--- src/rtl/gol_mem_port_arbiter_if.sv ---
// Bus bundle between the two cell-memory requesters, the arbiter and the
// second port of the Game-of-Life cell memory.
interface gol_mem_port_arbiter_if #(
  parameter int ADDR_W = 12,
  parameter int DATA_W = 8
);
  logic              a_req;
  logic              a_write;
  logic [ADDR_W-1:0] a_addr;
  logic [DATA_W-1:0] a_wdata;
  logic              a_ack;
  logic [DATA_W-1:0] a_rdata;
  logic              a_rdvalid;

  logic              b_req;
  logic              b_write;
  logic [ADDR_W-1:0] b_addr;
  logic [DATA_W-1:0] b_wdata;
  logic              b_ack;
  logic [DATA_W-1:0] b_rdata;
  logic              b_rdvalid;

  logic              freeze;

  logic [ADDR_W-1:0] mem_address;
  logic              mem_chipselect;
  logic              mem_write;
  logic [DATA_W-1:0] mem_writedata;
  logic              mem_clken;
  logic [DATA_W-1:0] mem_readdata;

  logic [15:0]       a_count;
  logic [15:0]       b_count;

  // Arbiter side
  modport slave (
    input  a_req, a_write, a_addr, a_wdata,
    input  b_req, b_write, b_addr, b_wdata,
    input  freeze, mem_readdata,
    output a_ack, a_rdata, a_rdvalid,
    output b_ack, b_rdata, b_rdvalid,
    output mem_address, mem_chipselect, mem_write, mem_writedata, mem_clken,
    output a_count, b_count
  );

  // Requester / memory side
  modport master (
    output a_req, a_write, a_addr, a_wdata,
    output b_req, b_write, b_addr, b_wdata,
    output freeze, mem_readdata,
    input  a_ack, a_rdata, a_rdvalid,
    input  b_ack, b_rdata, b_rdvalid,
    input  mem_address, mem_chipselect, mem_write, mem_writedata, mem_clken,
    input  a_count, b_count
  );
endinterface

--- src/rtl/gol_mem_port_arbiter.sv ---
// Round-robin arbiter with bounded bursts sharing the second cell-memory port
// between the generation engine (A) and the frame scanner (B). The granted
// command is registered onto the port; read data is steered back to its
// owner two cycles after acceptance by a small owner-tag pipeline.
module gol_mem_port_arbiter #(
  parameter int ADDR_W    = 12,
  parameter int DATA_W    = 8,
  parameter int MAX_BURST = 4
) (
  input logic                  clk,
  input logic                  reset,
  gol_mem_port_arbiter_if.slave bus
);

  typedef enum logic {OWNER_A = 1'b0, OWNER_B = 1'b1} owner_t;

  localparam logic [3:0] BURST_LIM = 4'(MAX_BURST);

  function automatic logic [3:0] burst_sat_inc(input logic [3:0] b);
    return (b >= BURST_LIM) ? BURST_LIM : b + 4'd1;
  endfunction

  function automatic logic [15:0] count_sat_inc(input logic [15:0] c);
    return (c == 16'hFFFF) ? c : c + 16'd1;
  endfunction

  owner_t              last_owner, last_owner_nxt;
  logic [3:0]          burst_cnt, burst_nxt;
  owner_t              other_owner;
  logic                keep_owner;

  logic                winner_vld;
  owner_t              winner;
  logic                sel_write;
  logic [ADDR_W-1:0]   sel_addr;
  logic [DATA_W-1:0]   sel_wdata;

  logic                cs_p1, we_p1;
  logic [ADDR_W-1:0]   addr_p1;
  logic [DATA_W-1:0]   wdata_p1;
  logic                rd_vld_p1, rd_vld_p2;
  owner_t              rd_own_p1, rd_own_p2;

  logic [15:0]         a_cnt, b_cnt;

  // burst_cnt == 0 only right after reset: no burst is running, so the
  // first contested cycle goes to the requester that is not last_owner (A).
  assign other_owner = (last_owner == OWNER_A) ? OWNER_B : OWNER_A;
  assign keep_owner  = (burst_cnt != 4'd0) && (burst_cnt < BURST_LIM);

  assign sel_write = (winner == OWNER_A) ? bus.a_write : bus.b_write;
  assign sel_addr  = (winner == OWNER_A) ? bus.a_addr  : bus.b_addr;
  assign sel_wdata = (winner == OWNER_A) ? bus.a_wdata : bus.b_wdata;

  // ---- stage p0: grant decision and next burst state ----
  always_comb begin
    winner_vld     = 1'b0;
    winner         = last_owner;
    last_owner_nxt = last_owner;
    burst_nxt      = burst_cnt;
    if (!reset && !bus.freeze) begin
      case ({bus.a_req, bus.b_req})
        2'b10:   begin winner_vld = 1'b1; winner = OWNER_A; end
        2'b01:   begin winner_vld = 1'b1; winner = OWNER_B; end
        2'b11:   begin winner_vld = 1'b1; winner = keep_owner ? last_owner : other_owner; end
        default: ;
      endcase
    end
    if (winner_vld) begin
      if (winner == last_owner) begin
        burst_nxt = burst_sat_inc(burst_cnt);
      end else begin
        burst_nxt      = 4'd1;
        last_owner_nxt = winner;
      end
    end
  end

  // Arbitration state register
  always_ff @(posedge clk) begin
    if (reset) begin
      last_owner <= OWNER_B;
      burst_cnt  <= 4'd0;
    end else begin
      last_owner <= last_owner_nxt;
      burst_cnt  <= burst_nxt;
    end
  end

  // ---- stage p1: registered command on the memory port ----
  always_ff @(posedge clk) begin
    if (reset) begin
      cs_p1     <= 1'b0;
      we_p1     <= 1'b0;
      addr_p1   <= '0;
      wdata_p1  <= '0;
      rd_vld_p1 <= 1'b0;
      rd_own_p1 <= OWNER_A;
    end else begin
      cs_p1     <= winner_vld;
      we_p1     <= winner_vld && sel_write;
      rd_vld_p1 <= winner_vld && !sel_write;
      rd_own_p1 <= winner;
      if (winner_vld) begin
        addr_p1  <= sel_addr;
        wdata_p1 <= sel_wdata;
      end
    end
  end

  // ---- stage p2: owner tag aligned with mem_readdata ----
  always_ff @(posedge clk) begin
    if (reset) begin
      rd_vld_p2 <= 1'b0;
      rd_own_p2 <= OWNER_A;
    end else begin
      rd_vld_p2 <= rd_vld_p1;
      rd_own_p2 <= rd_own_p1;
    end
  end

  // Per-requester accepted-command counters
  always_ff @(posedge clk) begin
    if (reset) begin
      a_cnt <= 16'd0;
      b_cnt <= 16'd0;
    end else begin
      if (bus.a_ack) a_cnt <= count_sat_inc(a_cnt);
      if (bus.b_ack) b_cnt <= count_sat_inc(b_cnt);
    end
  end

  assign bus.a_ack = winner_vld && (winner == OWNER_A);
  assign bus.b_ack = winner_vld && (winner == OWNER_B);

  // Reset drops the port strobes immediately, not one cycle later.
  assign bus.mem_chipselect = cs_p1 && !reset;
  assign bus.mem_write      = we_p1 && !reset;
  assign bus.mem_address    = addr_p1;
  assign bus.mem_writedata  = wdata_p1;
  assign bus.mem_clken      = 1'b1;

  assign bus.a_rdvalid = rd_vld_p2 && (rd_own_p2 == OWNER_A) && !reset;
  assign bus.b_rdvalid = rd_vld_p2 && (rd_own_p2 == OWNER_B) && !reset;
  assign bus.a_rdata   = bus.a_rdvalid ? bus.mem_readdata : '0;
  assign bus.b_rdata   = bus.b_rdvalid ? bus.mem_readdata : '0;

  assign bus.a_count = a_cnt;
  assign bus.b_count = b_cnt;

endmodule
--- src/flat_wrapper.sv ---
// flat-port wrapper written by rule: the top's interface ports become plain ports
module gol_mem_port_arbiter_flat 
#(
  parameter int ADDR_W    = 12,
  parameter int DATA_W    = 8,
  parameter int MAX_BURST = 4
)
  (clk, reset, bus_a_req, bus_a_write, bus_a_addr, bus_a_wdata, bus_b_req, bus_b_write, bus_b_addr, bus_b_wdata, bus_freeze, bus_mem_readdata, bus_a_ack, bus_a_rdata, bus_a_rdvalid, bus_b_ack, bus_b_rdata, bus_b_rdvalid, bus_mem_address, bus_mem_chipselect, bus_mem_write, bus_mem_writedata, bus_mem_clken, bus_a_count, bus_b_count);
  gol_mem_port_arbiter_if #(.ADDR_W(ADDR_W), .DATA_W(DATA_W)) bus_i ();
  input logic clk;
  input logic reset;
  input wire logic [$bits(bus_i.a_req)-1:0] bus_a_req;
  input wire logic [$bits(bus_i.a_write)-1:0] bus_a_write;
  input wire logic [$bits(bus_i.a_addr)-1:0] bus_a_addr;
  input wire logic [$bits(bus_i.a_wdata)-1:0] bus_a_wdata;
  input wire logic [$bits(bus_i.b_req)-1:0] bus_b_req;
  input wire logic [$bits(bus_i.b_write)-1:0] bus_b_write;
  input wire logic [$bits(bus_i.b_addr)-1:0] bus_b_addr;
  input wire logic [$bits(bus_i.b_wdata)-1:0] bus_b_wdata;
  input wire logic [$bits(bus_i.freeze)-1:0] bus_freeze;
  input wire logic [$bits(bus_i.mem_readdata)-1:0] bus_mem_readdata;
  output wire logic [$bits(bus_i.a_ack)-1:0] bus_a_ack;
  output wire logic [$bits(bus_i.a_rdata)-1:0] bus_a_rdata;
  output wire logic [$bits(bus_i.a_rdvalid)-1:0] bus_a_rdvalid;
  output wire logic [$bits(bus_i.b_ack)-1:0] bus_b_ack;
  output wire logic [$bits(bus_i.b_rdata)-1:0] bus_b_rdata;
  output wire logic [$bits(bus_i.b_rdvalid)-1:0] bus_b_rdvalid;
  output wire logic [$bits(bus_i.mem_address)-1:0] bus_mem_address;
  output wire logic [$bits(bus_i.mem_chipselect)-1:0] bus_mem_chipselect;
  output wire logic [$bits(bus_i.mem_write)-1:0] bus_mem_write;
  output wire logic [$bits(bus_i.mem_writedata)-1:0] bus_mem_writedata;
  output wire logic [$bits(bus_i.mem_clken)-1:0] bus_mem_clken;
  output wire logic [$bits(bus_i.a_count)-1:0] bus_a_count;
  output wire logic [$bits(bus_i.b_count)-1:0] bus_b_count;
  assign bus_i.a_req = bus_a_req;
  assign bus_i.a_write = bus_a_write;
  assign bus_i.a_addr = bus_a_addr;
  assign bus_i.a_wdata = bus_a_wdata;
  assign bus_i.b_req = bus_b_req;
  assign bus_i.b_write = bus_b_write;
  assign bus_i.b_addr = bus_b_addr;
  assign bus_i.b_wdata = bus_b_wdata;
  assign bus_i.freeze = bus_freeze;
  assign bus_i.mem_readdata = bus_mem_readdata;
  assign bus_a_ack = bus_i.a_ack;
  assign bus_a_rdata = bus_i.a_rdata;
  assign bus_a_rdvalid = bus_i.a_rdvalid;
  assign bus_b_ack = bus_i.b_ack;
  assign bus_b_rdata = bus_i.b_rdata;
  assign bus_b_rdvalid = bus_i.b_rdvalid;
  assign bus_mem_address = bus_i.mem_address;
  assign bus_mem_chipselect = bus_i.mem_chipselect;
  assign bus_mem_write = bus_i.mem_write;
  assign bus_mem_writedata = bus_i.mem_writedata;
  assign bus_mem_clken = bus_i.mem_clken;
  assign bus_a_count = bus_i.a_count;
  assign bus_b_count = bus_i.b_count;
  gol_mem_port_arbiter #(.ADDR_W(ADDR_W), .DATA_W(DATA_W), .MAX_BURST(MAX_BURST)) u_core (.clk(clk), .reset(reset), .bus(bus_i));
endmodule
--- config.mk ---
export PLATFORM = sky130hd
export DESIGN_NAME = gol_mem_port_arbiter_flat
export DESIGN_NICKNAME = d
export VERILOG_FILES = /design/src/rtl/gol_mem_port_arbiter_if.sv /design/src/rtl/gol_mem_port_arbiter.sv /design/src/flat_wrapper.sv
export SDC_FILE = /design/constraint.sdc
export NUM_CORES = 1
export LEC_CHECK = 0
export BUFFER_PORTS_ARGS = -buffer_cell sky130_fd_sc_hd__buf_4
export CORE_MARGIN = 8
export CORE_UTILIZATION = 35
export DETAILED_ROUTE_END_ITERATION = 8
export SYNTH_ARGS = -nofsm -noshare
export SYNTH_HDL_FRONTEND = slang
export SYNTH_SLANG_ARGS = --single-unit
--- constraint.sdc ---
create_clock -name clk -period 2.8 [get_ports clk]
set_input_delay 0.28 -clock clk [delete_from_list [all_inputs] [get_ports clk]]
set_output_delay 0.28 -clock clk [all_outputs]
set_load 0.02 [all_outputs]
==> reports/qor.yml <==
synth_seq_cells: 63
clk_latency_ps: 330
detail_route.wirelength_um: 8420
synth_top_flop_cell: "dfxtp_1"
critPathTopFamily: "compound AO/OA/AOI/OAI gates"
cts-resized-gates: 0
antenna_found_initial: 0
slowest_delay_ps: 510
initialDrtViolationCount: 168
worst_r2r_endpoint: "u_core.bus.a_count[9]"
achievable-frequency_mhz: 390
dr_total_vias: 2882
global_route.usage.met1: 0.172
clk_transition_reported_paths_ps: 60
port-buffer-count: 128
drt.antenna.violating_nets: 0
worstHoldPathType: "primary input to flop"
grt_util_met3: 0.0785
power_density_nw_per_um2: 442
final.setup_skew_ps: 7.52
async_flop_share: 0
mostFrequentLayoutCell: "buf_4"
drv_cap: 0
rsz0062_at_grt: "false"
core-area_sq_um: 8220
final-setup-viol-count: 0
via_count_of_the_first_global_routing_pass: 2841
cp_num_buf_inv: 3
clkSinkCount: 63
finalCriticalPeriod_ps: 2560
timing.max_slew.rel_slack: 0.487
ctsLongestPathBuffers: 2
area.growth.synth_to_final_pct: 40.7
utilization: 0.507
grt_use_total: 0.146
synth.cell_area_sq_um: 2960
total_leakage_power_nw: 1.93
cts_root_buf: "clkbuf_8"
row_count: 33
timing.critical_path.slowest_stage_cell: "o311ai_4"
dp_hpwl_um: 6400
startpoint_type: "flop"
most-common-layout-cells: "buf_4 (136), dfxtp_1 (63), nor2_1 (40)"
critPathArrivalTime_ps: 2280
avgRoutedWirePerCell_um: 14.7
worst-slew-pin-transition_ps: 767
worstRegToRegCells: 8
globalRouteMet2Util: 0.220
route.detailed.drc: 0
fin_setup_tns_ps: 0
postSynthAreaPerCell_sq_um: 8.84
cts_tree: "done"
hold_viol: 0
hold-path-endpoint: "u_core.burst_cnt[2]"
critPathCaptureType: "primary output"
path_cells: "inv_1 -> ha_1 -> o31a_1 -> o311ai_4 -> inv_4 -> buf_4"
number_of_distinct_library_cells_after_synthesis: 49
antenna-diode-count: 0
timing_worst_setup_path_type: "flop to primary output"
pin_count_of_the_biggest_net_entering_global_routing: 39
io_pins: 130
irDropWorstVdd_uv: 211
final_net_count: 524
syn_nets: 394
worstPathRequired_ps: 2520
grt_busiest_layer: "met2"
drive_above_1_share: 0.338
outcome: "finished clean"
start_util: 0.360
grt_remaining_overflow: 0
yosys_warnings: 0
timing.final.max_slew_violations: 0
post-route-period-util: 0.916
die_area_sq_um: 11700
drt-vias-per-instance: 5.03
timing.critical_path.fanout_max: 25
htree_num_levels: 3
worst_r2r_setup_slack_ps: 510
holdPathStages: 2
die_width_um: 108
regToRegStartpoint: "u_core.burst_cnt[0]"
floorplan.die.height_um: 108
filler_cell_count: 788
synth_enable_flop_cells: 0
synth-seq-area-share: 0.426
worst-path-stages: 6
drtPass1Iterations: 6
gp_congestion: 0.749
cts-buffers-inserted: 9
cell_count_after_synthesis: 335
grt_pass1_wl_um: 13700
worst_hold_startpoint: "reset"
==> synthesized netlist by cell type, types with 7 or more instances <==
cell type	number	area [sq um]
dfxtp_1	63	1260
nor2_1	40	150
inv_1	29	109
a222oi_1	20	200
and2_1	18	113
nand2_1	18	67.6
nand4_1	16	100
xor2_1	11	96.3
a21oi_1	10	50.1
nand3_1	10	50.1
xnor2_1	9	78.8
and3_1	8	50.1
nor3_1	8	40.0
clkbuf_1	7	26.3
==> metrics by stage <==
stage	setup slack, ps	hold WS, ps	instance area (sq um)	power [W]	std cells
3_5_place_dp	386	425	3990	0.00123	555
6_report	237	161	4160	0.00184	573
3_3_place_gp	456	421	3990	0.00123	555
2_1_floorplan	744	393	2960	0.00110	335
5_1_grt	70.7	149	4160	0.00194	573
4_1_cts	86.3	149	4130	0.00187	569
==> power breakdown <==
part | internal [W] | total [W] | switching (W)
Clock | 0.000309 | 0.000625 | 0.000316
Sequential | 0.000930 | 0.000952 | 0.0000218
Combinational | 0.000130 | 0.000263 | 0.000133
==> cell type report <==
cell class	count	area, sq um	area share
clock buffer	12	135	0.0325
clock inverter	2	10.0	0.00240
inverter	30	115	0.0276
multi-input combinational	225	1490	0.358
sequential	63	1260	0.303
tap	105	131	0.0316
timing repair buffer	136	1020	0.245
==> cell families after synthesis <==
family,Yosys count,share of synthesized area
buffers and inverters,47,0.0731
XOR/XNOR,20,0.0592
AND/OR/NAND/NOR,149,0.275
adder cells (fa/ha/maj),4,0.0169
flip-flops,63,0.426
AO/OA/AOI/OAI,46,0.132
multiplexers,5,0.0169
other,1,0.00127
==> worst max path at each step <==
stage | slack [ps] | startpoint | end
global placement | 460 | u_core.burst_cnt[0] | u_core.bus.mem_writedata[2]
CTS | 90 | u_core.burst_cnt[0] | bus_b_ack
global route | 70 | u_core.burst_cnt[0] | bus_a_ack
floorplan | 740 | u_core.burst_cnt[0] | u_core.bus.mem_address[11]
detailed placement | 390 | u_core.burst_cnt[0] | u_core.bus.mem_address[9]
finish | 240 | u_core.burst_cnt[0] | bus_a_ack
==> what timing repair did <==
action | 4_1_cts | 5_1_grt
hold buffers | 0 | 0
setup buffers | 0 | 4
setup endpoints to repair | 0 | 1
==> registers in the layout, indices dropped and copies added, names as in the netlist <==
register                  count
u_core.cs_p1                  1
u_core.we_p1                  1
u_core.burst_cnt              4
u_core.rd_vld_p2              1
u_core.rd_own_p2              1
u_core.bus.b_count           16
u_core.bus.mem_writedata      8
u_core.rd_vld_p1              1
u_core.bus.mem_address       12
u_core.bus.a_count           16
u_core.last_owner             1
u_core.rd_own_p1              1
==> layer usage <==
metal	routed length [um]	part of all wire
met5	0	0
met4	78	0.0093
met3	1070	0.13
met2	3670	0.44
met1	3590	0.43
(Power assumes the default switching activity.)
